**src/rtl/inst_mem_loader.sv**
```systemverilog
// Byte-stream program loader: LEN_HI, LEN_LO, then N {hi,lo} words written to instruction memory.
// Optional trailing XOR checksum byte when INST_LOADER_CHECKSUM_EN is defined.
module inst_mem_loader #(
  parameter int unsigned ADDR_WIDTH = 16,
  parameter int unsigned BASE_ADDR  = 0
) (
  input  logic                  clk,
  input  logic                  rst_n,
  input  logic                  start,
  input  logic [7:0]            rx_data,
  input  logic                  rx_valid,
  output logic                  rx_ready,
  output logic                  mem_we,
  output logic [ADDR_WIDTH-1:0] mem_addr,
  output logic [15:0]           mem_wdata,
  output logic                  busy,
  output logic                  done,
  output logic                  error,
  output logic [ADDR_WIDTH:0]   words_written
);

  typedef enum logic [2:0] {
    StIdle, StLenHi, StLenLo, StDataHi, StDataLo, StLast, StChk
  } state_e;

  // Words that fit between BASE_ADDR and the top of memory.
  localparam logic [32:0] Capacity = (33'd1 << ADDR_WIDTH) - 33'(BASE_ADDR);

  state_e                state_q, state_d;
  logic [7:0]            len_hi_q, len_hi_d;
  logic [15:0]           len_q, len_d;
  logic [7:0]            hi_q, hi_d;
  logic                  mem_we_q, mem_we_d;
  logic [ADDR_WIDTH-1:0] mem_addr_q, mem_addr_d;
  logic [15:0]           mem_wdata_q, mem_wdata_d;
  logic                  done_q, done_d;
  logic                  error_q, error_d;
  logic [ADDR_WIDTH:0]   ww_q, ww_d;
`ifdef INST_LOADER_CHECKSUM_EN
  logic [7:0]            csum_q, csum_d;
`endif
  logic                  xfer;
  logic [15:0]           len_rx;

  assign rx_ready = (state_q == StLenHi) || (state_q == StLenLo) || (state_q == StDataHi) ||
                    (state_q == StDataLo) || (state_q == StChk);
  assign xfer     = rx_valid && rx_ready;
  assign len_rx   = {len_hi_q, rx_data};

  always_comb begin
    state_d     = state_q;
    len_hi_d    = len_hi_q;
    len_d       = len_q;
    hi_d        = hi_q;
    mem_we_d    = 1'b0;
    mem_addr_d  = mem_addr_q;
    mem_wdata_d = mem_wdata_q;
    done_d      = done_q;
    error_d     = error_q;
    ww_d        = ww_q;
`ifdef INST_LOADER_CHECKSUM_EN
    csum_d      = csum_q;
    if (xfer && state_q != StChk) csum_d = csum_q ^ rx_data;
`endif
    unique case (state_q)
      StIdle: begin
        if (start) begin
          done_d  = 1'b0;
          error_d = 1'b0;
          ww_d    = '0;
`ifdef INST_LOADER_CHECKSUM_EN
          csum_d  = 8'h00;
`endif
          state_d = StLenHi;
        end
      end
      StLenHi: begin
        if (xfer) begin
          len_hi_d = rx_data;
          state_d  = StLenLo;
        end
      end
      StLenLo: begin
        if (xfer) begin
          len_d = len_rx;
          if (33'(len_rx) > Capacity) begin
            error_d = 1'b1;
            state_d = StIdle;
          end else if (len_rx == 16'h0000) begin
`ifdef INST_LOADER_CHECKSUM_EN
            state_d = StChk;
`else
            done_d  = 1'b1;
            state_d = StIdle;
`endif
          end else begin
            state_d = StDataHi;
          end
        end
      end
      StDataHi: begin
        if (xfer) begin
          hi_d    = rx_data;
          state_d = StDataLo;
        end
      end
      StDataLo: begin
        if (xfer) begin
          mem_we_d    = 1'b1;
          mem_addr_d  = ADDR_WIDTH'(BASE_ADDR) + ww_q[ADDR_WIDTH-1:0];
          mem_wdata_d = {hi_q, rx_data};
          ww_d        = ww_q + (ADDR_WIDTH + 1)'(1);
          state_d     = (32'(ww_q) + 32'd1 == 32'(len_q)) ? StLast : StDataHi;
        end
      end
      StLast: begin
        // Strobe cycle of the final word; nothing is accepted here.
`ifdef INST_LOADER_CHECKSUM_EN
        state_d = StChk;
`else
        done_d  = 1'b1;
        state_d = StIdle;
`endif
      end
      StChk: begin
`ifdef INST_LOADER_CHECKSUM_EN
        if (xfer) begin
          if (rx_data == csum_q) done_d = 1'b1;
          else                   error_d = 1'b1;
          state_d = StIdle;
        end
`else
        state_d = StIdle;
`endif
      end
      default: state_d = StIdle;
    endcase
  end

  always_ff @(posedge clk or negedge rst_n) begin
    if (!rst_n) begin
      state_q     <= StIdle;
      len_hi_q    <= 8'h00;
      len_q       <= 16'h0000;
      hi_q        <= 8'h00;
      mem_we_q    <= 1'b0;
      mem_addr_q  <= '0;
      mem_wdata_q <= 16'h0000;
      done_q      <= 1'b0;
      error_q     <= 1'b0;
      ww_q        <= '0;
`ifdef INST_LOADER_CHECKSUM_EN
      csum_q      <= 8'h00;
`endif
    end else begin
      state_q     <= state_d;
      len_hi_q    <= len_hi_d;
      len_q       <= len_d;
      hi_q        <= hi_d;
      mem_we_q    <= mem_we_d;
      mem_addr_q  <= mem_addr_d;
      mem_wdata_q <= mem_wdata_d;
      done_q      <= done_d;
      error_q     <= error_d;
      ww_q        <= ww_d;
`ifdef INST_LOADER_CHECKSUM_EN
      csum_q      <= csum_d;
`endif
    end
  end

  assign mem_we        = mem_we_q;
  assign mem_addr      = mem_addr_q;
  assign mem_wdata     = mem_wdata_q;
  assign busy          = (state_q != StIdle);
  assign done          = done_q;
  assign error         = error_q;
  assign words_written = ww_q;

endmodule
```
**config.mk**
```make
export PLATFORM = sky130hd
export DESIGN_NAME = inst_mem_loader
export DESIGN_NICKNAME = d
export VERILOG_FILES = /design/src/rtl/inst_mem_loader.sv
export SDC_FILE = /design/constraint.sdc
export NUM_CORES = 1
export LEC_CHECK = 0
export CORE_UTILIZATION = 35
export DETAILED_ROUTE_END_ITERATION = 8
export PLACE_DENSITY = 0.63
export SETUP_SLACK_MARGIN = 0.02
export SYNTH_ARGS = -nofsm -noshare
export SYNTH_HDL_FRONTEND = slang
export SYNTH_SLANG_ARGS = --single-unit
```
**constraint.sdc**
```tcl
create_clock -name clk -period 3.7 [get_ports clk]
set_input_delay 0.74 -clock clk [delete_from_list [all_inputs] [get_ports clk]]
set_output_delay 0.74 -clock clk [all_outputs]
set_load 0.01 [all_outputs]
```
Word level (Yosys, flattened, before mapping)
Index checks and enable logic that the tools add are counted.
{ "op_classes": {"reduce_logical": 17, "n_mux": 17, "n_eq_ne": 13, "addsub": 2} }
{ "op_table": {"columns": ["operator", "count"], "rows": [
  ["2-to-1 mux 17 bit", 2],
  ["one-hot mux 17 bit (2 select lines)", 1],
  ["adder 17 x 1 -> 18 bit (second input constant)", 1],
  ["equality test 18 x 16 -> 1 bit", 1],
  ["2-to-1 mux 3 bit", 6],
  ["adder 17 x 1 -> 17 bit (second input constant)", 1],
  ["zero test 16 bit", 1],
  ["one-hot mux 3 bit (5 select lines)", 1],
  ["!= test 2 bit (second input constant)", 5],
  ["equality test 3 bit (second input constant)", 3],
  ["AND reduction 2 bit", 4],
  ["equality test 3 x 2 -> 1 bit (second input constant)", 2],
  ["nonzero test 3 bit", 2],
  ["2-to-1 mux 1 bit", 5],
  ["AND reduction 5 bit", 1],
  ["logical OR 1 bit", 4],
  ["AND reduction 4 bit", 1],
  ["equality test 3 x 1 -> 1 bit (second input constant)", 1],
  ["zero test 3 bit", 1],
  ["one-hot mux 1 bit (3 select lines)", 1],
  ["AND reduction 3 bit", 1],
  ["2-to-1 mux 2 bit", 1],
  ["!= test 2 x 1 -> 1 bit (second input constant)", 1],
  ["nonzero test 2 bit", 1],
  ["logical AND 1 bit", 1]
]} }
{ "word_totals": {"out_inout_bits": 54, "reg_bits": 86, "in_bits": 12, "wordCells": 58} }

Logic depth before layout (Yosys ltp)
Gate-level depths: netlist (run 1).
{ "logic_depth": {"ltp_word": 8, "mapped_depth": 8, "depth_no_buf": 7} }

Least setup slack after synthesis (run 1)
Ideal clock, no wire load.
{ "synth_timing": {"path_type": "register to register", "start": "register ww_q[0] (netlist: words_written[0])", "end": "register state_q[1]", "arrival_time_ns": 2.319, "path_stages_with_launch": 8, "period_less_slack_ns": 2.437, "setup_ns": 0.118, "required_time_ns": 3.582, "setup_slack_ns": 1.263, "n_path_buf": 0, "path_cell_list": "dfrtp_1 -> ha_1 -> nand4_1 -> or4_1 -> xnor2_1 -> a2111oi_2 -> o2111ai_1 -> a21o_1"} }
{ "synth_via": {"elab_chain_cells": 5} }
{ "synth_lines": {"columns": ["element", "line_no", "source"], "rows": [
  ["from (decl)", "38", "logic [ADDR_WIDTH:0] ww_q, ww_d;"],
  ["from (signal assigned)", "165", "ww_q <= ww_d;"],
  ["adder 17 x 1 -> 18 bit", "113", "state_d = (32'(ww_q) + 32'd1 == 32'(len_q)) ? StLast : StDataHi;"],
  ["equality test 18 x 16 -> 1 bit", "113", null],
  ["2-to-1 mux 3 bit", "113", null],
  ["2-to-1 mux 3 bit", "108", "if (xfer) begin"],
  ["one-hot mux 3 bit (5 select lines)", "65", "unique case (state_q)"],
  ["to (signal assigned)", "142", "state_q <= StIdle;"],
  ["to (signal assigned)", "156", "state_q <= state_d;"],
  ["to (decl)", "29", "state_e state_q, state_d;"]
]} }
No other way between the ends. The select of a mux whose other input is x is not followed.
A chain may end at the register's enable or synchronous reset.

Worst setup path after layout (run 1)
Same ends and word-level chain as after synthesis.

==> summary.txt, run 1 <==
Timing
  – Fmax: 371 MHz
  – Final worst path period need: 2.69 ns
  – Number of failing hold endpoints at the final stage: 0
  – Slew HR: 27.9%
  – Period utilization: 72.8%
  – RSZ-0062 raised after global routing: no
  – Slew @ Worst Pin: 1.08 ns
  – Slew Viols, Final: 0
  – Setup TNS: 0 ns
  – Final setup violation count: 0
  – Clk_skew: 0.00725 ns

Synth
  – Adder-Cell Fraction of Synth Area: 0.308%
  – Largest family of logic cells by synthesized area: simple AND/OR/NAND/NOR gates
  – Seq/Total Area, Yosys: 52.9%
  – Simple-gate share of the synthesized area: 20.4%
  – Top cell type's share of synthesized area: 52.9%
  – FF+latch count, synth: 86
  – Post-synth EDFFs: 0
  – Async S/R FF share, synth: 100%
  – Synth warnings: 0
  – Multiplexer area fraction after synthesis: 9.35%
  – Synth Area in XOR/XNOR: 5.10%
  – Post-synth top area cell: dfrtp_1
  – Synth Area in Compound Gates: 8.30%
  – Synth Area per Inst: 9.95 um^2
  – Synthesized area: 4070 um^2
  – Post-Syn Instances: 409
  – Distinct cell type count of the synthesized netlist: 50
  – Synthesized Nets: 422
  – Synth area leaders: dfrtp_1 (53%), nand2_1 (10%), mux2_2 (8.9%), xnor2_1 (3.2%), o21ai_0 (3.2%)
  – Top_reg_cell synth: dfrtp_1

Placed design
  – Post-DP HPWL: 6600 um
  – Buffers on Ports: 64
  – Placer Congestion: 0.810
  – Cell Area, Placed: 4790 um^2
  – Inst Count DP: 591

Clock network
  – Worst-Skew Late Latency: 0.34 ns
  – CTS resizes: 0
  – # hold bufs at CTS: 0
  – Largest buffer count on any clock path: 2
  – Htree depth: 3
  – # clock sinks: 86
  – CTS Buf Count: 9
  – Reg clk slew, reported paths: 0.07 ns
  – Setup bufs post-CTS: 0
  – CTS tree: built
  – Clock root buffer: clkbuf_16

Layout
  – Area of the multi-input gates: 1780 um^2
  – Sequential cell area: 2150 um^2
  – Diode count: 0
  – Non-filler instance count after layout: 607
  – Layout overhead on the synthesized area: 25.2%
  – Final Cell Area: 5100 um^2
  – Nets: 472
  – Share of layout cells above drive strength 1: 12.9%
  – Final Util: 44.8%
  – Fillers: 1100

GRT
  – Met1 usage: 24.0%
  – Number of global-route vias before repair: 3023
  – Global-route wire length before repair: 16000 um
  – Total track usage: 17.7%
  – Initial antenna violation count: 0
  – Top Usage Layer GRT: met2
  – Pin count of the biggest net entering global routing: 87
  – Grt total ovfl: 0
  – GRT met3 Usage: 4.09%
  – Met2 Track Usage GR: 27.8%

Routing
  – DR WL/cell: 15.9 um
  – Final wirelength: 9660 um
  – Drc violations: 0
  – 1st-iter DRT viols: 150
  – Total number of vias: 3104
  – Vias per std cell: 5.11
  – Final ANT Viol Nets: 0
  – Total iterations of the first detailed-routing run: 4

Critical path
  – Crit Path Max Fanout: 7
  – Reg2reg setup slack: 1.01 ns
  – RR Startpoint: words_written[0]
  – Crit end category: flop
  – Reg-to-reg endpoint: state_q[1]
  – R2R cell count: 7
  – WP data required: 3.93 ns
  – Critical path launch point: words_written[0]
  – WS Path Type: flop to flop
  – Worst Path Arrival: 2.92 ns
  – Startpoint class of the critical path: flop

Power and ir drop
  – Leakage: 2.20 nW
  – Cell Pwr Density: 681 nW/um^2
  – Peak supply drop: 0.356 mV

Floorplan
  – Core Area: 11400 um^2
  – # IOs: 66
  – Die width: 110 um
  – # rows: 39
  – Initial Util: 35.8%
  – Die height: 110 um
  – Die area: 12100 um^2

Worst hold path
  – Worst hold start: hi_q[3]
  – Worst Hold End: mem_wdata[11]
  – Hold Crit Depth: 2
  – Hold Path Class: flop to flop

Job
  – Maxcap violations: 0

Run status
  – Status: finished, final reports clean
[metrics by stage]
stage | worst slack, ns | total power (W) | hold slack [ns]
6_report | 1.01 | 0.00347 | 0.467
2_1_floorplan | 1.26 | 0.00212 | 0.433
5_1_grt | 0.803 | 0.00369 | 0.503
4_1_cts | 1.02 | 0.00351 | 0.473
3_3_place_gp | 0.958 | 0.00253 | 0.447
3_5_place_dp | 0.888 | 0.00258 | 0.459
[how the worst max path moves through the flow]
stage / end / slack (ns) / cells after the start
after detailed placement: len_hi_q[6] / 0.89 / 4
after global routing: state_q[1] / 0.80 / 7
final: state_q[1] / 1.01 / 7
after floorplan: state_q[1] / 1.26 / 7
after global placement: len_hi_q[2] / 0.96 / 4
after CTS: state_q[1] / 1.02 / 7
[synth_stat cells, types with 2 or more instances]
cell and n:
nand4_1 7, o21ai_0 26, xor2_1 6, nor2_1 19, a311oi_1 2, o31ai_1 4, or3_1 3, nand2_1 108
xnor2_1 15, nor4b_2 2, mux2_2 32, inv_1 4, nor4_1 8, a21oi_1 5, mux2i_1 2, o2111ai_1 2
nor3_1 3, buf_2 6, o21a_1 2, nor4_2 2, buf_4 3, buf_1 2, clkbuf_1 16, and3_1 2
dfrtp_1 86, a22o_1 2, a31oi_1 2, a21o_1 3, nand4b_1 2, nand3_1 10, nand2b_1 4
[power by group]
part / internal [W] / switching (W)
Sequential: 0.00124 / 0.000253
Clock: 0.000545 / 0.000376
Combinational: 0.000609 / 0.000446
Total: 0.00239 / 0.00108
[layout by cell type (no fill, tap or decap), types with 6 or more instances in the layout]
cell,count
clkdlybuf4s50_1,63
nand3_1,9
xor2_1,6
mux2_2,32
clkbuf_16,9
nor2_1,19
dfrtp_1,86
nor4_1,8
nand2_1,108
o21ai_0,26
nand4_1,7
xnor2_1,15
[sequential cells by signal, indices dropped and copies added (netlist names)]
name,flops
done,1
hi_q,8
len_hi_q,8
len_q,16
mem_addr,16
mem_wdata,16
mem_we,1
state_q,3
words_written,17
[critical path: stages (launching register included)]
cell and delay [ns]:
dfrtp_1 0.46, ha_1 0.32, nand4_1 0.30, or4_1 0.55
xnor2_1 0.18, a2111oi_2 0.33, o2111ai_1 0.21, a21o_1 0.21
[metal layers]
layer	wire, um	part of all wire, %
met1	4620	48
met2	4570	47
met3	331	3.4
met4	135	1.4
met5	0	0
[area by class of cell]
| class | instances | share of cell area [%] |
|---|---|---|
| Clock buffer | 10 | 4.69 |
| Clock inverter | 6 | 1.35 |
| Inverter | 5 | 0.368 |
| Multi-Input combinational cell | 290 | 34.9 |
| Sequential cell | 86 | 42.2 |
| Tap cell | 143 | 3.51 |
| Timing Repair Buffer | 67 | 13.0 |
[cell families after synthesis]
group                    Yosys count
other                              1
AO/OA/AOI/OAI                     54
AND/OR/NAND/NOR                  178
adder cells (fa/ha/maj)            1
flip-flops                        86
multiplexers                      34
XOR/XNOR                          22
buffers and inverters             33
(Power assumes the default switching activity.)
==> run 2, diff against run 1 <==
PLACE_DENSITY = 0.65   (was 0.63)
clock period = 2.4 ns   (was 3.7 ns; I/O delays follow)
==> summary.txt, run 2 (synthesized netlist as in run 1, its figures left out) <==
Critical path
  – Worst Path Arrival: 1.81 ns
  – Cell Chain, Critical Path: or3_1 -> a21boi_0 -> clkdlybuf4s50_1
  – Crit Path Max Fanout: 7
  – Crit end category: output port
  – Startpoint class of the critical path: flop
  – Bufs and invs on worst path: 1
  – WP data required: 1.92 ns
  – Delay-heaviest family, CP: buffers and inverters
  – Crit path largest cell delay: 0.48 ns
  – WS Path Type: flop to output port
  – Crit path max-delay cell type: clkdlybuf4s50_1

GRT
  – Global-route wire length before repair: 16100 um
  – Pin count of the biggest net entering global routing: 52
  – Grt total ovfl: 0
  – Total track usage: 17.8%
  – Initial antenna violation count: 0
  – Number of global-route vias before repair: 3156

Timing
  – Number of failing hold endpoints at the final stage: 0
  – Fmax: 437 MHz
  – Setup TNS: 0 ns
  – Period utilization: 95.3%
  – Hold WS: 0.0735 ns
  – Final setup violation count: 0
  – Slew Viols, Final: 0
  – Clk_skew: 0.00852 ns
  – RSZ-0062 raised after global routing: yes
  – Final worst path period need: 2.29 ns

Power and ir drop
  – Leakage: 2.45 nW
  – Overall power: 0.00549 W
  – Cell Pwr Density: 998 nW/um^2
  – Clock Power Share: 25.3%
  – Peak supply drop: 0.533 mV
  – Internal power: 0.00371 W
  – Combinational power share: 33.5%
  – Switching pwr: 0.00178 W
  – Reg power frac: 41.3%
  – Switching Share: 32.4%

Clock network
  – CTS Buf Count: 9
  – Clock root buffer: clkbuf_16
  – Htree depth: 3
  – # clock sinks: 86
  – CTS tree: built
  – Reg clk slew, reported paths: 0.07 ns
  – Largest buffer count on any clock path: 2
  – Worst-Skew Late Latency: 0.34 ns
  – # hold bufs at CTS: 0

Floorplan
  – # rows: 39
  – Core Area: 11400 um^2
  – Die width: 110 um
  – Die height: 110 um
  – # IOs: 66
  – Initial Util: 35.8%
  – Die area: 12100 um^2

Placed design
  – Post-DP HPWL: 7260 um
  – Cell Area, Placed: 5100 um^2
  – Placer Congestion: 0.847
  – Buffers on Ports: 64

Layout
  – Commonest non-fill, non-tap cell in the layout: nand2_1
  – Commonest cells after routing, fill and taps aside: nand2_1 (108), dfrtp_1 (84), clkdlybuf4s50_1 (63)
  – Share of layout cells above drive strength 1: 21.7%
  – Layout overhead on the synthesized area: 35.2%
  – Fillers: 1080
  – Final Cell Area: 5500 um^2
  – Diode count: 0
  – Max reg flops: 17
  – Nets: 515

Run status
  – Status: finished, final reports clean

Job
  – Maxcap violations: 0

Routing
  – 1st-iter DRT viols: 137
  – Total number of vias: 3269
  – Final ANT Viol Nets: 0
  – DR WL/cell: 15.5 um
  – Total iterations of the first detailed-routing run: 4
  – Drc violations: 0
  – Final wirelength: 10000 um
  – Vias per std cell: 5.03

Worst hold path
  – Hold Path Class: primary input to asynchronous set/reset pin
[run 2: routing by layer]
layer  part of all wire, %  wire [um]  vias up  track usage, %
li1                      -          -     1587               -
met1                    46       4590     1591            23.0
met2                    49       4940       79            29.9
met3                   3.3        330       12            3.38
met4                   1.8        179        0            6.19
met5                     0          0        -               0
[run 2: per-stage QoR]
stage	setup slack (ns)	cells	util, %
after detailed placement	0.0275	626	44.9
after global placement	0.0720	626	44.9
after global routing	0.00434	650	48.4
after floorplan	0.0446	409	-
final	0.112	650	48.4
after CTS	0.0229	642	47.5
[run 2: worst paths after layout]
path                       slack (ns)                to              from  cells past startpoint
max in group asynchronous        1.66        state_q[1]             rst_n                      2
hold reg to reg                  0.47      mem_addr[10]      mem_addr[10]                      2
hold / removal                   0.07  words_written[3]             rst_n                      1
setup reg to reg                 0.13        state_q[1]  words_written[1]                      8
setup / recovery                 0.11          rx_ready        state_q[1]                      3
min in group clk                 0.47      mem_addr[10]      mem_addr[10]                      2
[run 2: area by class of cell]
| cell class | count | area [um^2] | share of cell area, % |
|---|---|---|---|
| sequential | 86 | 2150 | 39.2 |
| multi-input combinational | 290 | 1810 | 33.0 |
| inverter | 5 | 18.8 | 0.341 |
| timing repair buffer | 110 | 1040 | 18.9 |
| clock buffer | 9 | 225 | 4.09 |
| clock inverter | 7 | 71.3 | 1.30 |
| tap | 143 | 179 | 3.25 |
[run 2: worst reg2reg max path, stage by stage, from the launching register on]
cell	delay, ns
dfrtp_1	0.41
ha_2	0.20
nand4_1	0.14
buf_6	0.17
nor4_4	0.34
xnor2_1	0.12
a2111oi_2	0.40
o2111ai_2	0.21
a21o_1	0.19
[run 2: repair_timing]
action | in CTS | in global routing
gates resized for setup | 0 | 7
setup endpoints to repair | 0 | 3
setup buffers | 0 | 8
hold endpoints to repair | 0 | 0
[run 2: power groups by stage]
| stage | clock (W) | sequential (W) | combinational (W) |
|---|---|---|---|
| floorplan | 0 | 0.00225 | 0.00102 |
| global placement | 0 | 0.00228 | 0.00173 |
| detailed placement | 0 | 0.00230 | 0.00178 |
| CTS | 0.00142 | 0.00228 | 0.00178 |
| global route | 0.00148 | 0.00233 | 0.00201 |
| finish | 0.00139 | 0.00226 | 0.00184 |
==> run 3, diff against run 2 <==
CAP_MARGIN = 20   (was default)
==> results of run 3 <==
Final layout, timing and power as in run 2 (identical DEF).
